`config.mk`:
```
export PLATFORM = sky130hd
export DESIGN_NAME = systolic_feeder_2x2
export DESIGN_NICKNAME = d
export VERILOG_FILES = /design/src/rtl/systolic_pkg.sv /design/src/rtl/systolic_feeder_2x2.sv
export SDC_FILE = /design/constraint.sdc
export NUM_CORES = 1
export LEC_CHECK = 0
export CAP_MARGIN = 15
export CORE_MARGIN = 1
export CORE_UTILIZATION = 44
export DETAILED_ROUTE_END_ITERATION = 10
export PLACE_DENSITY_LB_ADDON = 0.25
export SKIP_CTS_REPAIR_TIMING = 1
export SYNTH_ARGS = -nofsm -noshare
export SYNTH_HDL_FRONTEND = slang
export SYNTH_SLANG_ARGS = --single-unit
```
`constraint.sdc`:
```
create_clock -name clk -period 2.2 [get_ports clk]
set_clock_uncertainty 0.15 [all_clocks]
set_input_delay 0.55 -clock clk [delete_from_list [all_inputs] [get_ports clk]]
set_output_delay 0.55 -clock clk [all_outputs]
set_load 0.01 [all_outputs]
```
`src/rtl/systolic_pkg.sv`:
```
// Shared definitions for the 2x2 systolic feeder: controller states, feed length
// and the element positions used to pack matrices into flat buses.
package systolic_pkg;

    typedef enum logic [2:0] {
        S_IDLE,
        S_CLEAR,
        S_FEED,
        S_DRAIN,
        S_DONE
    } state_t;

    localparam int FEED_LEN = 3;

    // Element slot within a packed 2x2 matrix {M11,M10,M01,M00}
    localparam int IDX_00 = 0;
    localparam int IDX_01 = 1;
    localparam int IDX_10 = 2;
    localparam int IDX_11 = 3;

endpackage

```
`src/rtl/systolic_feeder_2x2.sv`:
```
// Controller that loads one pair of 2x2 operands, streams them skewed into a
// 2x2 systolic array, waits for the array to drain and returns the product.
module systolic_feeder_2x2
    import systolic_pkg::*;
#(
    parameter int WIDTH        = 8,
    parameter int DRAIN_CYCLES = 3
) (
    input  logic                 clk,
    input  logic                 rst,
    input  logic                 in_valid,
    output logic                 in_ready,
    input  logic [4*WIDTH-1:0]   a_mat,
    input  logic [4*WIDTH-1:0]   b_mat,
    output logic                 arr_clear,
    output logic [WIDTH-1:0]     arr_a0,
    output logic [WIDTH-1:0]     arr_a1,
    output logic [WIDTH-1:0]     arr_b0,
    output logic [WIDTH-1:0]     arr_b1,
    input  logic [2*WIDTH-1:0]   arr_c00,
    input  logic [2*WIDTH-1:0]   arr_c01,
    input  logic [2*WIDTH-1:0]   arr_c10,
    input  logic [2*WIDTH-1:0]   arr_c11,
    output logic                 out_valid,
    input  logic                 out_ready,
    output logic [8*WIDTH-1:0]   c_mat,
    output logic                 busy
);

    localparam int CNT_MAX = (DRAIN_CYCLES > FEED_LEN) ? DRAIN_CYCLES : FEED_LEN;
    localparam int CNT_W   = $clog2(CNT_MAX + 1);
    localparam logic [CNT_W-1:0] FEED_LAST  = CNT_W'(FEED_LEN - 1);
    localparam logic [CNT_W-1:0] DRAIN_LAST = CNT_W'(DRAIN_CYCLES - 1);

    state_t             state, state_nxt;
    logic [CNT_W-1:0]   cnt, cnt_nxt;
    logic [4*WIDTH-1:0] a_q, b_q;
    logic               accept, capture, clr_nxt;
    logic [WIDTH-1:0]   a0_nxt, a1_nxt, b0_nxt, b1_nxt;

    function automatic logic [WIDTH-1:0] elem(input logic [4*WIDTH-1:0] m, input int idx);
        return m[idx*WIDTH +: WIDTH];
    endfunction

    assign in_ready  = (state == S_IDLE);
    assign out_valid = (state == S_DONE);
    assign busy      = (state != S_IDLE);
    assign accept    = in_valid && in_ready;

    always_ff @(posedge clk or negedge rst) begin
        if (!rst) begin
            state <= S_IDLE;
            cnt   <= '0;
        end else begin
            state <= state_nxt;
            cnt   <= cnt_nxt;
        end
    end

    always_comb begin
        state_nxt = state;
        cnt_nxt   = cnt;
        capture   = 1'b0;
        clr_nxt   = 1'b0;
        a0_nxt    = '0;
        a1_nxt    = '0;
        b0_nxt    = '0;
        b1_nxt    = '0;

        case (state)
            S_IDLE:  if (accept) state_nxt = S_CLEAR;
            S_CLEAR: begin
                state_nxt = S_FEED;
                cnt_nxt   = '0;
            end
            S_FEED: begin
                if (cnt == FEED_LAST) begin
                    state_nxt = S_DRAIN;
                    cnt_nxt   = '0;
                end else begin
                    cnt_nxt = cnt + 1'b1;
                end
            end
            S_DRAIN: begin
                if (cnt == DRAIN_LAST) begin
                    state_nxt = S_DONE;
                    cnt_nxt   = '0;
                    capture   = 1'b1;
                end else begin
                    cnt_nxt = cnt + 1'b1;
                end
            end
            S_DONE:  if (out_ready) state_nxt = S_IDLE;
            default: state_nxt = S_IDLE;
        endcase

        // Array-facing values are chosen for the state being entered, so the
        // registered outputs line up with that state.
        if (state_nxt == S_CLEAR) begin
            clr_nxt = 1'b1;
        end else if (state_nxt == S_FEED) begin
            if (cnt_nxt == CNT_W'(0)) begin
                a0_nxt = elem(a_q, IDX_00);
                b0_nxt = elem(b_q, IDX_00);
            end else if (cnt_nxt == CNT_W'(1)) begin
                a0_nxt = elem(a_q, IDX_01);
                a1_nxt = elem(a_q, IDX_10);
                b0_nxt = elem(b_q, IDX_10);
                b1_nxt = elem(b_q, IDX_01);
            end else begin
                a1_nxt = elem(a_q, IDX_11);
                b1_nxt = elem(b_q, IDX_11);
            end
        end
    end

    always_ff @(posedge clk or negedge rst) begin
        if (!rst) begin
            arr_clear <= 1'b0;
            arr_a0    <= '0;
            arr_a1    <= '0;
            arr_b0    <= '0;
            arr_b1    <= '0;
        end else begin
            arr_clear <= clr_nxt;
            arr_a0    <= a0_nxt;
            arr_a1    <= a1_nxt;
            arr_b0    <= b0_nxt;
            arr_b1    <= b1_nxt;
        end
    end

    always_ff @(posedge clk or negedge rst) begin
        if (!rst) begin
            a_q   <= '0;
            b_q   <= '0;
            c_mat <= '0;
        end else begin
            if (accept) begin
                a_q <= a_mat;
                b_q <= b_mat;
            end
            if (capture) begin
                c_mat[IDX_00*2*WIDTH +: 2*WIDTH] <= arr_c00;
                c_mat[IDX_01*2*WIDTH +: 2*WIDTH] <= arr_c01;
                c_mat[IDX_10*2*WIDTH +: 2*WIDTH] <= arr_c10;
                c_mat[IDX_11*2*WIDTH +: 2*WIDTH] <= arr_c11;
            end
        end
    end

endmodule

```
**Yosys cells after proc, flatten, opt, wreduce, memory -nomap -nowiden**

Index checks and enable logic that the tools add are counted.

- Bits in latches: 0
- Memory bits (read-only): 0
- Bits in writable memories: 0
- Logic and storage cells: 50
- Output and inout bits: 100
- Input port bits: 132
- Memories: 0
- Register bits after elaboration: 166

- $mul: 0
- Reductions and logical operators: 5
- Muxes and demuxes: 26
- Bitwise operators: 0
- Equal/unequal tests: 8
- $add $sub $neg: 1
- $lt $le $gt $ge: 0
- Div/mod/pow operators: 0
- Shifts and indexed selects: 0

Operators with widths:

| kind | count |
|---|---|
| 8-bit 2-to-1 mux | 16 |
| 3-bit one-hot mux with 5 select lines | 1 |
| 3-bit 2-to-1 mux | 4 |
| 3-bit by 2-bit == test with 1-bit output, second input constant | 3 |
| 3-bit by 1-bit == test with 1-bit output, second input constant | 2 |
| 2-bit one-hot mux with 2 select lines | 1 |
| 3-bit == test, second input constant | 1 |
| 3-bit zero test | 1 |
| 1-bit 2-to-1 mux | 3 |
| 3-bit nonzero test | 1 |
| 2-bit by 1-bit adder with 2-bit output, second input constant | 1 |
| 2-bit by 1-bit == test with 1-bit output, second input constant | 1 |
| 2-bit == test, second input constant | 1 |
| 2-bit zero test | 1 |
| 2-bit 2-to-1 mux | 1 |
| 2-bit OR reduction | 1 |
| 1-bit logical AND | 1 |

**Longest topological paths before layout**

- Word-level depth: 8
- Depth in mapped cells: 6
- Depth with buffers taken out: 4

**Worst setup path before layout**

OpenSTA, ideal clock, no wires.

- Kind: reg2reg
- From: register state[2]
- To: register a_q[0]
- Slack: 320 ps
- Data required time: 1,923 ps
- Path buffers: 2
- Stages on the path, launching flop included: 7
- Library setup time: 127 ps
- Period minus slack after synthesis: 1,880 ps
- Arrival time: 1,602 ps
- Path through: dfrtp_1 or3_4 inv_2 and2_1 buf_6 buf_8 mux2_1

- Word-level cells in the longest chain between the ends: 2

Ends and longest elaborated chain:

| element | RTL line | RTL |
|---|---|---|
| start, declared | systolic_feeder_2x2.sv:35 | `state_t state, state_nxt;` |
| start signal, assigned | systolic_feeder_2x2.sv:55 | `state <= state_nxt;` |
| 3-bit zero test | systolic_feeder_2x2.sv:45 | `assign in_ready = (state == S_IDLE);` |
| via in_ready | systolic_feeder_2x2.sv:12 | `output logic in_ready,` |
| 1-bit logical AND | systolic_feeder_2x2.sv:48 | `assign accept = in_valid && in_ready;` |
| end signal, assigned | systolic_feeder_2x2.sv:140 | `a_q <= a_mat;` |
| end, declared | systolic_feeder_2x2.sv:37 | `logic [4*WIDTH-1:0] a_q, b_q;` |

The timed path passes the listed nets, and every way through them passes these cells.
A chain may end at the register's enable or synchronous reset.

**Worst setup path in the final report**

- From: register state[2]
- To: output port busy

- Word-level cells in the longest chain between the ends: 1

Ends and longest elaborated chain:

| element | RTL line | RTL |
|---|---|---|
| 3-bit nonzero test | systolic_feeder_2x2.sv:47 | `assign busy = (state != S_IDLE);` |
| end, declared | systolic_feeder_2x2.sv:27 | `output logic busy` |

No other way between the ends.

==> parameters.txt <==
Parameter                              Value

Routing
  Number of iterations in the first detailed-routing pass ... 4
  Violation count after the first detailed-routing iteration ... 172
  Average routed wire per standard cell ... 16.7 um
  Vias per inst ... 4.90
  Count of vias placed by the detailed router ... 3992
  Final wirelength ... 13600 um
  Routed Antenna Nets ... 0
  Final routed DRC violation total ... 0

Synthesis
  Area fraction of the dominant cell type after synthesis ... 0.662
  Cell Area, Synth ... 6280 um2
  Area share of xor/xnor cells in the synthesized design ... 0
  Async set-reset flop share out of synthesis ... 1.00
  Number of instances in the synthesized netlist ... 376
  Flip-flop and latch count after synthesis ... 166
  Cell taking the most area after synthesis ... dfrtp_1
  Area share of and/or/nand/nor cells after synthesis ... 0.0173
  Number of enable-type register cells in the synthesized netlist ... 0
  Most instantiated library cell after synthesis ... dfrtp_1
  Area contributors post-synth ... dfrtp_1, mux2_2, mux2_1, a22o_1, buf_8
  Compound-cell area share of the yosys netlist ... 0.0566
  Commonest cells post-synth ... dfrtp_1, mux2_2, mux2_1, a22o_1, buf_2
  Combinational family with the most area after synthesis ... multiplexers
  Number of distinct library cell variants in the gate-level netlist after synthesis ... 30
  Primary flip-flop cell chosen by synthesis mapping ... dfrtp_1
  Sequential-to-total area share from yosys stat ... 0.662
  Multiplexer area fraction after synthesis ... 0.230
  Post-Synthesis Mean Instance Area ... 16.7 um2
  Number of nets produced by synthesis ... 508
  Yosys Warn Count ... 0
  Adder and majority gate portion of the synthesized area ... 0

Global routing
  Wire length of the first global-routing pass ... 21600 um
  Vias in the first global route ... 4212
  Initial antenna violation count ... 0
  Combined global-route utilization of all metal layers ... 0.196
  Sum of overflow across all layers after global routing ... 0
  Maximum number of pins on one net before global-route repair ... 66

STA
  Final setup vio count ... 0
  RSZ-0062 raised after global routing ... no
  Crit path setup slack, layout ... 0.101 ns
  Count of final max-slew check failures ... 0
  Relative slew slack ... 0.703
  Worst hold margin ... 0.334 ns
  F_max ... 0.476 GHz
  Min Clock Period, post-route ... 2.10 ns
  Final count of hold timing violations ... 0
  Final worst path period share ... 0.954
  Transition time at the pin with the least slew margin ... 0.446 ns

Power
  Switching share of power ... 0.281
  Fraction of power consumed by the clock network ... 0.227
  P_int ... 9.05 mW
  Static Leak ... 4.05 nW
  Combinational fraction of design power ... 0.367
  Sequential group share of total power ... 0.406
  Power Density ... 1340 nW/um2
  Sw Pwr ... 3.55 mW
  Maximum ir drop on the vdd rail ... 0.616 mV

Die
  Row count ... 43
  Die area ... 14700 um2
  Die X ... 121 um
  Ports placed on the boundary ... 232
  Starting density of the core ... 0.452
  Vert. Die Dim ... 121 um
  Std-Cell Core Area ... 13900 um2

Critical path
  WP data arrival ... 1.40 ns
  Launch instance of the worst register-to-register path ... state[2]$_DFF_PN0_
  Category of the most critical setup path ... reg2out
  Launching element of the worst setup path ... state[2]$_DFF_PN0_
  FF-to-FF End ... b_q[0]$_DFFE_PN0P_
  Depth of the worst register-to-register path ... 5
  Worst-path maximum fanout ... 2
  Startpoint kind of the worst setup timing path ... flop
  Data required time of the critical path ... 1.50 ns
  Worst Setup End Kind ... output pin
  R2R Setup Slk ... 0.25 ns

Placed design
  Dpl hpwl ... 9730 um
  Post-Place Worst Slack ... 0.0250 ns
  Number of placed cells counting well taps ... 782
  Port Buffers ... 231
  Routability cong. ... 0.747

Layout
  # diodes ... 0
  Layout overhead on the synthesized area ... 50.3%
  Filler Cells Inserted ... 992
  Number of standard cells in the final layout excluding fillers ... 815
  Final net count ... 754
  Share of layout cells above drive strength 1 ... 0.211
  Finished Core Util ... 0.680

Clock tree
  Count of H-tree levels built during CTS ... 4
  Maximum clock path buffer count ... 2
  Total clock sinks ... 166
  Clock tree from TritonCTS ... built
  Clock root buffer master ... clkbuf_16
  Inserted Clock Buffers ... 17
  Clock latency on the worst-skew pair ... 0.41 ns
  Register clock-pin slew on the reported worst setup and hold paths ... 0.06 ns

Flow run
  Max-Cap Viols ... 0

Status
  Outcome ... finished clean

Hold path
  Hold path startpoint ... b_q[20]$_DFFE_PN0P_
  Endpoint, Worst Hold ... arr_b0[4]$_DFF_PN0_
  Hold crit path type ... reg2reg
  Worst Hold Depth ... 1
==> critical path, cell delays in order, from the launching register on <==
cell and delay, ns:
dfrtp_1 0.39, or3_4 0.40, dlymetal6s2s_1 0.20
==> power by group through the flow <==
| stage | Combinational [mW] | Sequential, mW | Clock, mW |
|---|---|---|---|
| 6_report | 4.63 | 5.11 | 2.86 |
| 5_1_grt | 4.99 | 5.28 | 3.09 |
| 4_1_cts | 4.71 | 5.13 | 2.94 |
| 3_5_place_dp | 4.70 | 5.16 | 0 |
| 3_3_place_gp | 4.58 | 5.07 | 0 |
| 2_1_floorplan | 2.10 | 5.38 | 0 |
==> routing by layer <==
metal	wire length [um]	part of all wire	track usage	vias to the layer above
li1	-	-	-	1841
met1	5470	0.40	0.233	1977
met2	6750	0.50	0.326	156
met3	1150	0.085	0.0634	18
met4	217	0.016	0.0779	0
met5	0	0	0	-
==> through the flow <==
| stage | setup TNS (ns) | cell area, um2 | power, mW |
|---|---|---|---|
| after detailed placement | 0 | 8850 | 9.86 |
| final | 0 | 9440 | 12.6 |
| after global routing | 0 | 9440 | 13.4 |
| after floorplan | 0 | 6280 | 7.48 |
| after CTS | -0.950 | 9430 | 12.8 |
| after global placement | 0 | 8850 | 9.65 |
==> logic make-up (layout without fill, tap and decap cells) <==
kind of cell    Yosys count  in the layout
simple gates             14             14
mux                     128            128
buf+inv                  26            285
flops                   166            166
compound gates           42             42
==> registers in the layout, summed over array words and instances, names as in the netlist <==
register / cells
arr_a0: 8
a_q: 32
arr_b1: 8
arr_clear: 1
arr_a1: 8
state: 3
b_q: 32
cnt: 2
c_mat: 64
arr_b0: 8
==> worst max-delay path by stage <==
| stage | slack, ns | endpoint |
|---|---|---|
| detailed placement | 0.03 | b_q[0]$_DFFE_PN0P_ |
| global placement | 0.03 | b_q[2]$_DFFE_PN0P_ |
| CTS | -0.35 | in_ready |
| global route | 0.009 | out_valid |
| finish | 0.10 | busy |
| floorplan | 0.32 | a_q[0]$_DFFE_PN0P_ |
==> layout make-up <==
cell class                 instances  area, um2  share of cell area
multi-input combinational        184       1920               0.204
clock buffer                      24        482              0.0510
sequential                       166       4150               0.440
inverter                           3       11.3             0.00119
clock inverter                     8       97.6              0.0103
timing repair buffer             250       2550               0.270
tap                              180        225              0.0239
==> layout by cell type, fill, tap and decap left out, drive strengths merged, types with 2 or more instances in the layout <==
cell type / count
dlymetal6s2s: 2
nor4: 2
mux2: 128
clkinv: 3
dfrtp: 166
nand2b: 2
inv: 3
o21ai: 2
clkbuf: 25
nor2b: 2
a22o: 33
clkinvlp: 3
nand2: 2
bufinv: 2
clkdlybuf4s50: 227
buf: 19
No activity file was read; power rests on OpenSTA's default activity.
